==> src/rtl/fifo_pop_ctrl.sv <==
// fifo_pop_ctrl: read stage behind the synchronous FIFO.
// Issues pops, absorbs the FIFO's one-cycle read latency in a 3-entry skid
// buffer and presents words on a valid/ready interface.
module fifo_pop_ctrl #(
  parameter int unsigned BITNUMBER = 8,
  parameter int unsigned CNT_W     = 8
) (
  input  logic                 clk,
  input  logic                 reset,
  input  logic                 fifo_empty,
  input  logic [BITNUMBER-1:0] fifo_data_out,
  output logic                 fifo_rd,
  output logic [BITNUMBER-1:0] data_out,
  output logic                 valid_out,
  input  logic                 ready_in,
  output logic [CNT_W-1:0]     pop_count
);

  localparam int unsigned DEPTH  = 3;
  localparam int unsigned OCC_W  = 2;
  localparam int unsigned FILL_W = 3;

  logic [OCC_W-1:0]     r_occ;
  logic                 r_inflight;
  logic [BITNUMBER-1:0] r_buf [DEPTH];
  logic [CNT_W-1:0]     r_pop_count;

  logic [FILL_W-1:0]    w_fill;
  logic                 w_xfer;
  logic [OCC_W-1:0]     w_base;
  logic [OCC_W-1:0]     w_occ_nxt;
  logic [BITNUMBER-1:0] w_buf_nxt [DEPTH];

  // Words held plus the one still coming out of the FIFO; a pop is only
  // issued while there is guaranteed room for its word.
  assign w_fill    = FILL_W'(r_occ) + FILL_W'(r_inflight);
  assign fifo_rd   = reset & ~fifo_empty & (w_fill < FILL_W'(DEPTH));
  assign valid_out = (r_occ != '0);
  assign data_out  = r_buf[0];
  assign w_xfer    = valid_out & ready_in;
  assign pop_count = r_pop_count;

  // Next buffer contents: shift out the head on a transfer, then append
  // the arriving word at the first free slot.
  always_comb begin
    w_buf_nxt = r_buf;
    w_base    = r_occ;
    w_occ_nxt = r_occ;
    if (w_xfer) begin
      for (int unsigned i = 0; i < DEPTH - 1; i++) begin
        w_buf_nxt[i] = r_buf[i+1];
      end
      w_base = r_occ - OCC_W'(1);
    end
    w_occ_nxt = w_base;
    if (r_inflight) begin
      for (int unsigned i = 0; i < DEPTH; i++) begin
        if (OCC_W'(i) == w_base) begin
          w_buf_nxt[i] = fifo_data_out;
        end
      end
      w_occ_nxt = w_base + OCC_W'(1);
    end
  end

  // State register; reset drops any read in flight.
  always_ff @(posedge clk or negedge reset) begin
    if (!reset) begin
      r_occ       <= '0;
      r_inflight  <= 1'b0;
      r_pop_count <= '0;
      for (int unsigned i = 0; i < DEPTH; i++) begin
        r_buf[i] <= '0;
      end
    end else begin
      r_occ      <= w_occ_nxt;
      r_inflight <= fifo_rd;
      r_buf      <= w_buf_nxt;
      if (w_xfer) begin
        r_pop_count <= r_pop_count + CNT_W'(1);
      end
    end
  end

endmodule

==> config.mk <==
export PLATFORM = sky130hd
export DESIGN_NAME = fifo_pop_ctrl
export DESIGN_NICKNAME = d
export VERILOG_FILES = /design/src/rtl/fifo_pop_ctrl.sv
export SDC_FILE = /design/constraint.sdc
export NUM_CORES = 1
export LEC_CHECK = 0
export ABC_AREA = 1
export CAP_MARGIN = 40
export CORE_ASPECT_RATIO = 0.5
export CORE_UTILIZATION = 25
export CTS_CLUSTER_DIAMETER = 200
export DETAILED_ROUTE_END_ITERATION = 16
export PLACE_DENSITY = 0.41
export SETUP_SLACK_MARGIN = 0.3
export SLEW_MARGIN = 20
export SYNTH_ARGS = -nofsm -noshare
export SYNTH_HDL_FRONTEND = slang
export SYNTH_SLANG_ARGS = --single-unit
==> constraint.sdc <==
create_clock -name clk -period 4.2 [get_ports clk]
set_input_delay 0.84 -clock clk [delete_from_list [all_inputs] [get_ports clk]]
set_output_delay 0.84 -clock clk [all_outputs]
set_load 0.1 [all_outputs]
==> impl_metrics.env <==
export IMPL_crit_fanout=2
export IMPL_ys_ff_latch=35
export IMPL_crit_chain="clkdlybuf4s50_1 > or3b_2 > a21oi_1 > buf_12"
export IMPL_hold_class="flop to flop"
export IMPL_fin_crit_sh_pct=74.0
export IMPL_skew_ns=0.00112
export IMPL_hold_viol=0
export IMPL_tritoncts="built"
export IMPL_end_kind="output port"
export IMPL_post_cts_setup_buffer_count=0
export IMPL_fin_tns_setup_ns=0
export IMPL_maxCapViolCount=0
export IMPL_route_detailed_drc=0
export IMPL_pre_cts_slack_ns=1.08
export IMPL_die_h_um=63.3
export IMPL_htree_levels=2
export IMPL_routed_wl_um=4720
export IMPL_insertion_delay_ns=0.29
export IMPL_period_minus_slack_ns=3.11
export IMPL_die_area_um2=7880
export IMPL_grt_remaining_overflow=0
export IMPL_path_clk_slew_ns=0.05
export IMPL_grt_pass1_vias=1517
export IMPL_clock_sinks=35
export IMPL_p_sw_mw=1.19
export IMPL_netSwitchingFraction_pct=49.8
export IMPL_status="completed"
export IMPL_setup_violations=0
export IMPL_final_fill_count=699
export IMPL_antenna_found_initial=0
export IMPL_yosysUniqueCellTypes=19
export IMPL_antenna_cells=0
export IMPL_worst_pin_slew_ns=0.493
export IMPL_p_per_area_nw_per_um2=904
export IMPL_syn_nets=249
export IMPL_grt_pass1_wl_um=8010
export IMPL_io_pins=30
export IMPL_max_slew_margin_pct=67.0
export IMPL_die_w_um=125
export IMPL_fmax_ghz=0.322
export IMPL_report_final_slew_viol_count=0
export IMPL_worstSetupPathType="primary input to output port"
export IMPL_cpMaxStageDelayCell="clkdlybuf4s50_1"
export IMPL_power_frac_seq_pct=23.5
export IMPL_combPwrFrac_pct=59.8
export IMPL_numCtsBuffers=5
export IMPL_vias=1628
export IMPL_post_synth_cell_area_avg_um2=8.05
export IMPL_wl_per_cell_um=12.9
export IMPL_slowest_delay_ns=0.50
export IMPL_cts_buffer_depth=2
export IMPL_syn_inst=233
export IMPL_post_cts_resized=0
export IMPL_crit_arrival_ns=2.27
export IMPL_track_usage_pct=13.3
export IMPL_area_delta_synth_final_pct=40.5
export IMPL_nets=288
export IMPL_seq_area_um2=876
export IMPL_grt_max_degree=36
export IMPL_clockRootBuffer="clkbuf_16"
export IMPL_layout_drive_gt1_share_pct=14.7
export IMPL_crit_path_start_kind="primary input"
export IMPL_vias_per_cell=4.46
export IMPL_finalWorstSetupSlack_ns=1.09
export IMPL_gp_congestion=0.740
export IMPL_rsz0062_at_grt="false"
export IMPL_multi_input_area_um2=826
export IMPL_yosysSeqAreaShare_pct=46.7
export IMPL_cellLeakagePower_nw=1.28
export IMPL_p_int_mw=1.20
export IMPL_post_dp_hpwl_um=3100
export IMPL_core_um2=6960
export IMPL_required_ns=3.36
export IMPL_clkPwrFrac_pct=16.7
export IMPL_rows=21
export IMPL_hold_buffers=0
export IMPL_initial_core_util_pct=27.0
export IMPL_yosysWarnings=0
export IMPL_ir_drop_v=0.000394
export IMPL_drtAntennaViolNets=0
export IMPL_synth_area_um2=1880
export IMPL_io_buffer_count=29
export IMPL_drtIter0Drc=99
export IMPL_dr_pass1_iters=4
## worst max-delay path, delay by kind of cell
family | cells | cell delay (ns)
compound gates | 1 | 0.26
buf+inv | 2 | 0.72
simple gates | 1 | 0.44
## through the flow
step	hold WS [ns]	area (um^2)	util, %	instances	power (mW)
3_5_place_dp	0.463	2480	35.6	357	2.00
6_report	0.473	2640	37.9	365	2.38
4_1_cts	0.477	2640	37.9	365	2.41
2_1_floorplan	0.442	1880	-	233	1.54
3_3_place_gp	0.458	2200	31.6	340	1.77
5_1_grt	0.494	2640	37.9	365	2.53
## final cells by class
class | count | area share (%)
Tap cell | 92 | 4.37
Multi-Input combinational cell | 165 | 31.3
Clock buffer | 8 | 5.93
Timing Repair Buffer | 49 | 22.9
Sequential cell | 35 | 33.2
Inverter | 16 | 2.28
## logic make-up after synthesis
| logic type | Yosys count | share of synthesized area (%) |
|---|---|---|
| buffers and inverters | 33 | 9.33 |
| flip-flops | 35 | 46.7 |
| XOR/XNOR | 5 | 2.33 |
| AO/OA/AOI/OAI | 15 | 4.00 |
| adder cells (fa/ha/maj) | 4 | 2.67 |
| AND/OR/NAND/NOR | 141 | 35.0 |
## cell usage after synthesis (all sizes together)
| master | instances | area share [%] |
|---|---|---|
| a21oi | 1 | 0.27 |
| nand3 | 8 | 2.9 |
| xor2 | 5 | 2.3 |
| ha | 4 | 2.7 |
| nor2 | 5 | 1.0 |
| or3b | 1 | 0.47 |
| inv | 16 | 3.2 |
| buf | 17 | 6.1 |
| nand4 | 24 | 8.0 |
| o21ai | 14 | 3.7 |
| dfrtp | 35 | 47 |
| nor3 | 1 | 0.87 |
| nand3b | 2 | 0.80 |
| nand2 | 100 | 21 |
## sequential cells by signal, summed over array words and instances, names as in the netlist
name        count
r_buf          16
data_out        8
r_occ           2
pop_count       8
r_inflight      1
## per-layer routing
| layer | vias to the layer above | GRT usage (%) | routed length, um |
|---|---|---|---|
| met5 | - | 0 | 0 |
| li1 | 832 | - | - |
| met2 | 32 | 19.4 | 2030 |
| met1 | 759 | 18.2 | 2390 |
| met4 | 0 | 3.61 | 57 |
| met3 | 5 | 5.18 | 241 |
## final timing paths
| path | start | endpoint | slack, ns | depth (start not counted) |
|---|---|---|---|---|
| setup reg to reg | r_occ[0] | data_out[0] | 2.03 | 10 |
| hold reg to reg | r_buf[0] | r_buf[0] | 0.47 | 2 |
| setup / recovery | reset | fifo_rd | 1.09 | 4 |
| hold / removal | r_buf[0] | r_buf[0] | 0.47 | 2 |
| min in group asynchronous | reset | r_occ[0] | 1.05 | 2 |
| max in group asynchronous | reset | pop_count[5] | 2.80 | 2 |
## cell usage in the layout, fill, tap and decap left out, drive strengths merged
cell | synthesis | layout
a21oi | 1 | 1
buf | 17 | 21
clkbuf | 0 | 8
clkdlybuf4s50 | 0 | 28
dfrtp | 35 | 35
ha | 4 | 4
inv | 16 | 16
nand2 | 100 | 100
nand3 | 8 | 8
nand3b | 2 | 2
nand4 | 24 | 24
nor2 | 5 | 5
nor3 | 1 | 1
o21ai | 14 | 14
or3b | 1 | 1
xor2 | 5 | 5
## power by group through the flow
| stage | clock [mW] | combinational, mW | sequential, mW |
|---|---|---|---|
| after floorplan | 0 | 0.772 | 0.766 |
| after global placement | 0 | 1.20 | 0.566 |
| after detailed placement | 0 | 1.43 | 0.568 |
| after CTS | 0.409 | 1.43 | 0.562 |
| after global routing | 0.425 | 1.52 | 0.583 |
| final | 0.398 | 1.42 | 0.560 |
Power figures use the tool's default switching activity.
